File: config.mk
export PLATFORM = sky130hd
export DESIGN_NAME = ksa_shuffle
export DESIGN_NICKNAME = d
export VERILOG_FILES = /design/src/rtl/ksa_shuffle.sv
export SDC_FILE = /design/constraint.sdc
export NUM_CORES = 1
export LEC_CHECK = 0
export ABC_CLOCK_PERIOD_IN_PS = 3100
export BUFFER_PORTS_ARGS = -buffer_cell sky130_fd_sc_hd__buf_2
export CAP_MARGIN = 10
export CORE_MARGIN = 3
export CORE_UTILIZATION = 36
export CTS_BUF_LIST = sky130_fd_sc_hd__clkbuf_16
export DETAILED_ROUTE_END_ITERATION = 10
export MAX_ROUTING_LAYER = met4
export SLEW_MARGIN = 30
export SYNTH_ARGS = -nofsm -noshare
export SYNTH_HDL_FRONTEND = slang
export SYNTH_SLANG_ARGS = --single-unit
export TNS_END_PERCENT = 5
File: constraint.sdc
create_clock -name clk -period 3.1 [get_ports clk]
set_input_delay 0 -clock clk [delete_from_list [all_inputs] [get_ports clk]]
set_output_delay 0 -clock clk [all_outputs]
set_load 0.005 [all_outputs]
File: src/rtl/ksa_shuffle.sv
// ksa_shuffle: RC4 key-scheduling shuffle engine.
// It responds to the controller's start/finish handshake. For i = 0..255 it
// computes j = j + S[i] + key[i mod KEY_BYTES] and swaps S[i] with S[j] in
// the external 256x8 S-memory. The memory has one cycle of read latency.
// Every output comes straight from a register, so nothing combinational
// reaches an output from start or mem_q.
module ksa_shuffle #(
    parameter int KEY_BYTES = 3,
    parameter int KEY_W     = 8 * KEY_BYTES
) (
    input  logic             clk,
    input  logic             rst,
    input  logic             start,
    input  logic [KEY_W-1:0] secret_key,
    input  logic [7:0]       mem_q,
    output logic [7:0]       mem_addr,
    output logic [7:0]       mem_data,
    output logic             mem_wren,
    output logic             busy,
    output logic             finish
);

    localparam int KIDX_W = (KEY_BYTES > 1) ? $clog2(KEY_BYTES) : 1;
    localparam logic [KIDX_W-1:0] KIDX_LAST = KIDX_W'(KEY_BYTES - 1);
    localparam logic [KIDX_W-1:0] KIDX_ONE  = KIDX_W'(1);
    localparam logic [KIDX_W-1:0] KIDX_ZERO = KIDX_W'(0);

    // One state per memory step. A full iteration is RD_I..NEXT, which is 7 cycles.
    typedef enum logic [3:0] {
        S_IDLE = 4'd0,
        S_RD_I = 4'd1,
        S_WT_I = 4'd2,
        S_RD_J = 4'd3,
        S_WT_J = 4'd4,
        S_WR_I = 4'd5,
        S_WR_J = 4'd6,
        S_NEXT = 4'd7,
        S_DONE = 4'd8
    } state_t;

    // Selects key byte idx. Byte 0 is the most significant byte of the key.
    // The loop compares idx with each byte number, so no divider is built.
    function automatic logic [7:0] key_byte(input logic [KEY_W-1:0]  key,
                                            input logic [KIDX_W-1:0] idx);
        logic [7:0] b;
        b = 8'h00;
        for (int k = 0; k < KEY_BYTES; k++) begin
            if (idx == KIDX_W'(k)) begin
                b = key[KEY_W-1-8*k -: 8];
            end
        end
        return b;
    endfunction

    state_t            r_state;
    logic [7:0]        r_i;
    logic [7:0]        r_j;
    logic [7:0]        r_si;
    logic [7:0]        r_sj;
    logic [KIDX_W-1:0] r_kidx;
    logic [KEY_W-1:0]  r_key;
    logic [7:0]        r_addr;
    logic [7:0]        r_data;
    logic              r_wren;
    logic              r_busy;
    logic              r_finish;

    logic [7:0]        w_key_byte;
    logic [7:0]        w_j_next;
    logic [7:0]        w_i_next;
    logic [KIDX_W-1:0] w_kidx_next;

    // The key byte for this i, the new j, and the next i and kidx.
    // j uses 8-bit arithmetic and wraps modulo 256.
    always_comb begin
        w_key_byte  = key_byte(r_key, r_kidx);
        w_j_next    = r_j + mem_q + w_key_byte;
        w_i_next    = r_i + 8'd1;
        w_kidx_next = (r_kidx == KIDX_LAST) ? KIDX_ZERO : (r_kidx + KIDX_ONE);
    end

    // Sequencer. Each transition also loads the output registers with the
    // values that belong to the state being entered.
    always_ff @(posedge clk) begin
        if (rst) begin
            r_state  <= S_IDLE;
            r_i      <= 8'h00;
            r_j      <= 8'h00;
            r_si     <= 8'h00;
            r_sj     <= 8'h00;
            r_kidx   <= KIDX_ZERO;
            r_key    <= {KEY_W{1'b0}};
            r_addr   <= 8'h00;
            r_data   <= 8'h00;
            r_wren   <= 1'b0;
            r_busy   <= 1'b0;
            r_finish <= 1'b0;
        end else begin
            r_data   <= 8'h00;
            r_wren   <= 1'b0;
            r_finish <= 1'b0;
            case (r_state)
                S_IDLE: begin
                    r_addr <= 8'h00;
                    if (start) begin
                        r_i     <= 8'h00;
                        r_j     <= 8'h00;
                        r_kidx  <= KIDX_ZERO;
                        r_key   <= secret_key;
                        r_busy  <= 1'b1;
                        r_state <= S_RD_I;
                    end else begin
                        r_busy  <= 1'b0;
                        r_state <= S_IDLE;
                    end
                end
                S_RD_I: begin
                    // Keep addr = i for the cycle in which S[i] comes back.
                    r_addr  <= r_i;
                    r_busy  <= 1'b1;
                    r_state <= S_WT_I;
                end
                S_WT_I: begin
                    r_si    <= mem_q;
                    r_j     <= w_j_next;
                    r_addr  <= w_j_next;
                    r_busy  <= 1'b1;
                    r_state <= S_RD_J;
                end
                S_RD_J: begin
                    r_addr  <= r_j;
                    r_busy  <= 1'b1;
                    r_state <= S_WT_J;
                end
                S_WT_J: begin
                    // S[j] goes straight into the data register for the write to i.
                    r_sj    <= mem_q;
                    r_addr  <= r_i;
                    r_data  <= mem_q;
                    r_wren  <= 1'b1;
                    r_busy  <= 1'b1;
                    r_state <= S_WR_I;
                end
                S_WR_I: begin
                    // When i == j, S[j] was read before either write,
                    // so both writes store the original S[i].
                    r_addr  <= r_j;
                    r_data  <= r_si;
                    r_wren  <= 1'b1;
                    r_busy  <= 1'b1;
                    r_state <= S_WR_J;
                end
                S_WR_J: begin
                    r_addr  <= r_i;
                    r_busy  <= 1'b1;
                    r_state <= S_NEXT;
                end
                S_NEXT: begin
                    r_busy <= 1'b1;
                    if (r_i == 8'hFF) begin
                        r_addr   <= 8'h00;
                        r_finish <= 1'b1;
                        r_state  <= S_DONE;
                    end else begin
                        r_i     <= w_i_next;
                        r_kidx  <= w_kidx_next;
                        r_addr  <= w_i_next;
                        r_state <= S_RD_I;
                    end
                end
                S_DONE: begin
                    // start is ignored here. The engine becomes startable in IDLE.
                    r_addr  <= 8'h00;
                    r_busy  <= 1'b0;
                    r_state <= S_IDLE;
                end
                default: begin
                    r_addr  <= 8'h00;
                    r_busy  <= 1'b0;
                    r_state <= S_IDLE;
                end
            endcase
        end
    end

    assign mem_addr = r_addr;
    assign mem_data = r_data;
    assign mem_wren = r_wren;
    assign busy     = r_busy;
    assign finish   = r_finish;

endmodule

==> flow_summary.html <==
<table>
<tr><th>Metric</th><th>Value</th></tr>
<tr><th colspan="2">Final layout</th></tr>
<tr><td>Fill cell total of the finished layout</td><td>890</td></tr>
<tr><td>Final non-filler cell total</td><td>629</td></tr>
<tr><td>Total Nets Final</td><td>545</td></tr>
<tr><td>Final standard cell area without fillers</td><td>4520 µm²</td></tr>
<tr><td>Synthesis-to-finish area growth</td><td>29.6%</td></tr>
<tr><td>Layout cells sized above 1</td><td>18.0%</td></tr>
<tr><td>Post-route core utilization</td><td>48.5%</td></tr>
<tr><td>Antenna cell count</td><td>0</td></tr>
<tr><th colspan="2">STA</th></tr>
<tr><td>Post-route clock skew</td><td>6.10 ps</td></tr>
<tr><td>Max-Slew Margin vs Limit</td><td>43.7%</td></tr>
<tr><td>Fraction of the cycle the final worst path needs</td><td>92.6%</td></tr>
<tr><td>Maximum operating frequency</td><td>0.348 GHz</td></tr>
<tr><td>Max-slew violation count</td><td>0</td></tr>
<tr><td>Setup TNS after final layout</td><td>0 ps</td></tr>
<tr><td>RSZ-0062 raised after global routing</td><td>false</td></tr>
<tr><td>Number of endpoints with negative hold slack in the final report</td><td>0</td></tr>
<tr><td>Setup violators final</td><td>0</td></tr>
<tr><td>Final min period</td><td>2870 ps</td></tr>
<tr><td>Transition time at the pin with the least slew margin</td><td>842 ps</td></tr>
<tr><th colspan="2">Hold path</th></tr>
<tr><td>Worst hold path depth</td><td>2</td></tr>
<tr><td>Min-Delay Endpoint</td><td>mem_data[6]</td></tr>
<tr><td>Worst hold path class</td><td>in -&gt; reg</td></tr>
<tr><td>HP Start</td><td>rst</td></tr>
<tr><th colspan="2">Power</th></tr>
<tr><td>Net switching power figure</td><td>0.839 mW</td></tr>
<tr><td>Combinational share of power</td><td>21.4%</td></tr>
<tr><td>Internal power</td><td>2.07 mW</td></tr>
<tr><td>Sw Ratio</td><td>28.8%</td></tr>
<tr><td>Clock Power Share</td><td>40.0%</td></tr>
<tr><td>Leakage Power</td><td>1.84 nW</td></tr>
<tr><td>Maximum VDD drop</td><td>0.000324 V</td></tr>
<tr><td>Portion of total power attributed to sequential cells</td><td>38.6%</td></tr>
<tr><td>Power density normalized to cell area</td><td>644 nW/µm²</td></tr>
<tr><th colspan="2">Route</th></tr>
<tr><td>Remaining routing DRC violations</td><td>0</td></tr>
<tr><td>Iteration count of the initial detailed-routing pass</td><td>4</td></tr>
<tr><td>Total vias in the final route</td><td>3179</td></tr>
<tr><td>Antenna Violating Nets Remaining</td><td>0</td></tr>
<tr><td>Initial drt markers</td><td>92</td></tr>
<tr><td>Final wirelength</td><td>8910 µm</td></tr>
<tr><td>Post-DR vias/cell</td><td>5.05</td></tr>
<tr><td>WL/cell</td><td>14.2 µm</td></tr>
<tr><th colspan="2">CTS</th></tr>
<tr><td>Clk buf depth</td><td>2</td></tr>
<tr><td># Post-CTS Setup Buffers</td><td>0</td></tr>
<tr><td>H-tree depth</td><td>3</td></tr>
<tr><td>Clock tree from TritonCTS</td><td>done</td></tr>
<tr><td>TritonCTS sink count</td><td>73</td></tr>
<tr><td>TritonCTS buffer count</td><td>9</td></tr>
<tr><td>Skew-Pair Late Insertion Delay</td><td>330 ps</td></tr>
<tr><td>Cell at the root of the clock tree</td><td>sky130_fd_sc_hd__clkbuf_16</td></tr>
<tr><td>Clock-pin slew on the worst setup and hold paths</td><td>60 ps</td></tr>
<tr><th colspan="2">Setup path</th></tr>
<tr><td>Signal arrival time at the worst endpoint</td><td>3080 ps</td></tr>
<tr><td>Worst reg2reg path depth</td><td>12</td></tr>
<tr><td>Maximum fanout count along the critical path</td><td>6</td></tr>
<tr><td>Reg-to-reg critical path endpoint</td><td>mem_addr[7]</td></tr>
<tr><td>Worst flop-to-flop path startpoint</td><td>r_kidx[1]</td></tr>
<tr><td>Type of the worst setup path</td><td>reg -&gt; reg</td></tr>
<tr><td>Reg2reg setup slack</td><td>230 ps</td></tr>
<tr><td>Sort of element at the end of the critical path</td><td>flip-flop</td></tr>
<tr><td>Critical Path RT</td><td>3310 ps</td></tr>
<tr><td>Crit start category</td><td>flip-flop</td></tr>
<tr><th colspan="2">Floorplan</th></tr>
<tr><td>Core region area</td><td>9330 µm²</td></tr>
<tr><td>Die Ht</td><td>104 µm</td></tr>
<tr><td>Die area</td><td>10900 µm²</td></tr>
<tr><td>Total I/O pin count</td><td>54</td></tr>
<tr><td>Std cell rows</td><td>35</td></tr>
<tr><td>Die width</td><td>104 µm</td></tr>
<tr><td>Starting density of the core</td><td>37.4%</td></tr>
<tr><th colspan="2">Yosys</th></tr>
<tr><td>Number of unique standard cell types used by synthesis</td><td>59</td></tr>
<tr><td>Most frequent cell after synthesis</td><td>sky130_fd_sc_hd__nand2_1</td></tr>
<tr><td>Area share of fa/ha/maj cells after synthesis</td><td>7.10%</td></tr>
<tr><td>Post-Syn Area per Cell</td><td>8.53 µm²</td></tr>
<tr><td>Library cell with the largest summed area after synthesis</td><td>sky130_fd_sc_hd__dfxtp_1</td></tr>
<tr><td>Share of synthesized registers carrying an async set or reset</td><td>0%</td></tr>
<tr><td>Post-synthesis share of cell area spent on and, or, nand and nor gates</td><td>20.9%</td></tr>
<tr><td>Number of warnings reported in the yosys synthesis log</td><td>0</td></tr>
<tr><td>Top_reg_cell synth</td><td>sky130_fd_sc_hd__dfxtp_1</td></tr>
<tr><td>Combined area of all synthesized cells</td><td>3490 µm²</td></tr>
<tr><td>Main combinational cell family by area after synthesis</td><td>simple AND/OR/NAND/NOR gates</td></tr>
<tr><td>Total of flip-flops plus latches after synthesis</td><td>73</td></tr>
<tr><td>Most instantiated cells after synthesis</td><td>sky130_fd_sc_hd__nand2_1 (93), sky130_fd_sc_hd__dfxtp_1 (73), sky130_fd_sc_hd__a21oi_1 (54)</td></tr>
<tr><td>Synth Area in Compound Gates</td><td>19.3%</td></tr>
<tr><td>Sequential fraction of the synthesis area</td><td>41.9%</td></tr>
<tr><td>Largest cells by area after synthesis</td><td>sky130_fd_sc_hd__dfxtp_1 (42%), sky130_fd_sc_hd__nand2_1 (10%), sky130_fd_sc_hd__a21oi_1 (7.8%)</td></tr>
<tr><td>Synthesized-area fraction occupied by xor and xnor cells</td><td>2.26%</td></tr>
<tr><td>Post-synth EDFFs</td><td>0</td></tr>
<tr><td>Portion of netlist area occupied by mux cells</td><td>2.87%</td></tr>
<tr><td>Top-area cell type share of the netlist area</td><td>41.9%</td></tr>
<tr><td>Syn nets</td><td>459</td></tr>
<tr><td>Gate count after technology mapping</td><td>409</td></tr>
<tr><th colspan="2">GRT</th></tr>
<tr><td>Total congestion overflow</td><td>0</td></tr>
<tr><td>Vias in the first global route</td><td>3163</td></tr>
<tr><td>Wire length of the first global-routing pass</td><td>15300 µm</td></tr>
<tr><td>Global-route usage over all layers</td><td>17.7%</td></tr>
<tr><td>Maximum number of pins on one net before global-route repair</td><td>40</td></tr>
<tr><td>Number of antenna violations at the first check in global routing</td><td>0</td></tr>
<tr><th colspan="2">Placed design</th></tr>
<tr><td>RD Place Congestion</td><td>0.802</td></tr>
<tr><td>Dpl cells</td><td>580</td></tr>
<tr><td>Detailed placer's ending HPWL</td><td>6340 µm</td></tr>
<tr><td>PortBufs</td><td>53</td></tr>
<tr><td>Total placed instance area</td><td>3850 µm²</td></tr>
<tr><th colspan="2">Run</th></tr>
<tr><td>Max cap viols</td><td>0</td></tr>
<tr><th colspan="2">Status</th></tr>
<tr><td>Run status</td><td>finished, final reports clean</td></tr>
</table>
[layer usage]
metal	global-route usage, %	vias to the layer above	wire length (µm)
li1	-	1586	-
met1	21.5	1499	3920
met2	29.0	76	4410
met3	3.72	18	418
met4	6.55	0	173
met5	-	-	0
[power by group through the flow]
stage          Combinational, mW  Sequential (mW)  Clock, mW
3_5_place_dp               0.589             1.14          0
3_3_place_gp               0.581             1.14          0
6_report                   0.622             1.12       1.17
5_1_grt                    0.709             1.14       1.23
4_1_cts                    0.625             1.12       1.19
2_1_floorplan              0.476             1.09          0
[cell type report]
cell class,instances,area [µm²],share of cell area (%)
flip-flops and latches,73,1460,32.4
well taps,129,161,3.57
clock buffers,9,225,4.98
repair buffers,97,678,15.0
inverters,15,56.3,1.25
multi-input cells,299,1830,40.4
clock inverters,7,109,2.41
[worst max-delay path: stages (launching register included)]
cell                       delay [ps]
sky130_fd_sc_hd__dfxtp_2          410
sky130_fd_sc_hd__nor2b_1           90
sky130_fd_sc_hd__buf_4            160
sky130_fd_sc_hd__nand2_1           60
sky130_fd_sc_hd__o21ai_0          110
sky130_fd_sc_hd__fa_1             380
sky130_fd_sc_hd__ha_1             230
sky130_fd_sc_hd__fa_1             400
sky130_fd_sc_hd__a211oi_1         270
sky130_fd_sc_hd__o21ai_0          160
sky130_fd_sc_hd__and4b_1          210
sky130_fd_sc_hd__mux2i_1          160
sky130_fd_sc_hd__o21ai_0          110
[layout by cell type (no fill, tap or decap), drive strengths merged, types with 3 or more instances in the layout]
cell	netlist	final
a22oi	11	11
nor2	27	27
a31oi	3	3
nand3	3	3
xor2	5	5
inv	15	15
a21oi	54	54
buf	11	64
dfxtp	73	73
dlygate4sd3	0	33
nor3	6	6
clkinv	0	4
a211oi	3	3
mux2i	10	10
nand2	93	93
or3	3	3
xnor2	4	4
ha	7	7
clkbuf	11	9
bufinv	0	3
nor4b	3	3
nor3b	3	3
fa	8	8
o21ai	17	17
[how the worst max path moves through the flow]
| stage | end | cells after the start | slack (ps) | startpoint |
|---|---|---|---|---|
| floorplan | mem_addr[7] | 13 | 210 | r_kidx[1] |
| global placement | mem_addr[7] | 12 | 210 | r_kidx[1] |
| detailed placement | mem_addr[7] | 12 | 130 | r_kidx[1] |
| CTS | mem_addr[7] | 12 | 110 | r_kidx[1] |
| global route | mem_addr[7] | 11 | 40 | r_kidx[1] |
| finish | mem_addr[7] | 12 | 230 | r_kidx[1] |
[sequential cells by signal, summed over array words and instances (netlist names)]
| name | flops |
|---|---|
| busy | 1 |
| finish | 1 |
| mem_addr | 8 |
| mem_data | 8 |
| mem_wren | 1 |
| r_i | 8 |
| r_j | 8 |
| r_key | 24 |
| r_kidx | 2 |
| r_si | 8 |
| r_state | 4 |
[through the flow]
| step | power (mW) | hold slack [ps] | setup slack, ps |
|---|---|---|---|
| detailed placement | 1.73 | 230 | 126 |
| global placement | 1.72 | 230 | 212 |
| finish | 2.91 | 153 | 229 |
| CTS | 2.94 | 140 | 112 |
| global route | 3.07 | 176 | 40.0 |
| floorplan | 1.57 | 107 | 207 |
[cells by family after synthesis]
kind of cell               Yosys count
AOI/OAI and AO/OA                  109
and+or+nand+nor                    156
adders and majority gates           15
muxes                               10
buffers and inverters               37
DFF                                 73
xor gates and xnor gates             9
[what timing repair did]
item                                   4_1_cts  5_1_grt
hold buffers                                33        0
setup endpoints to repair                    0        2
endpoints found under the hold margin       39        0
gates resized for setup                      0        1
(Power assumes the default switching activity.)
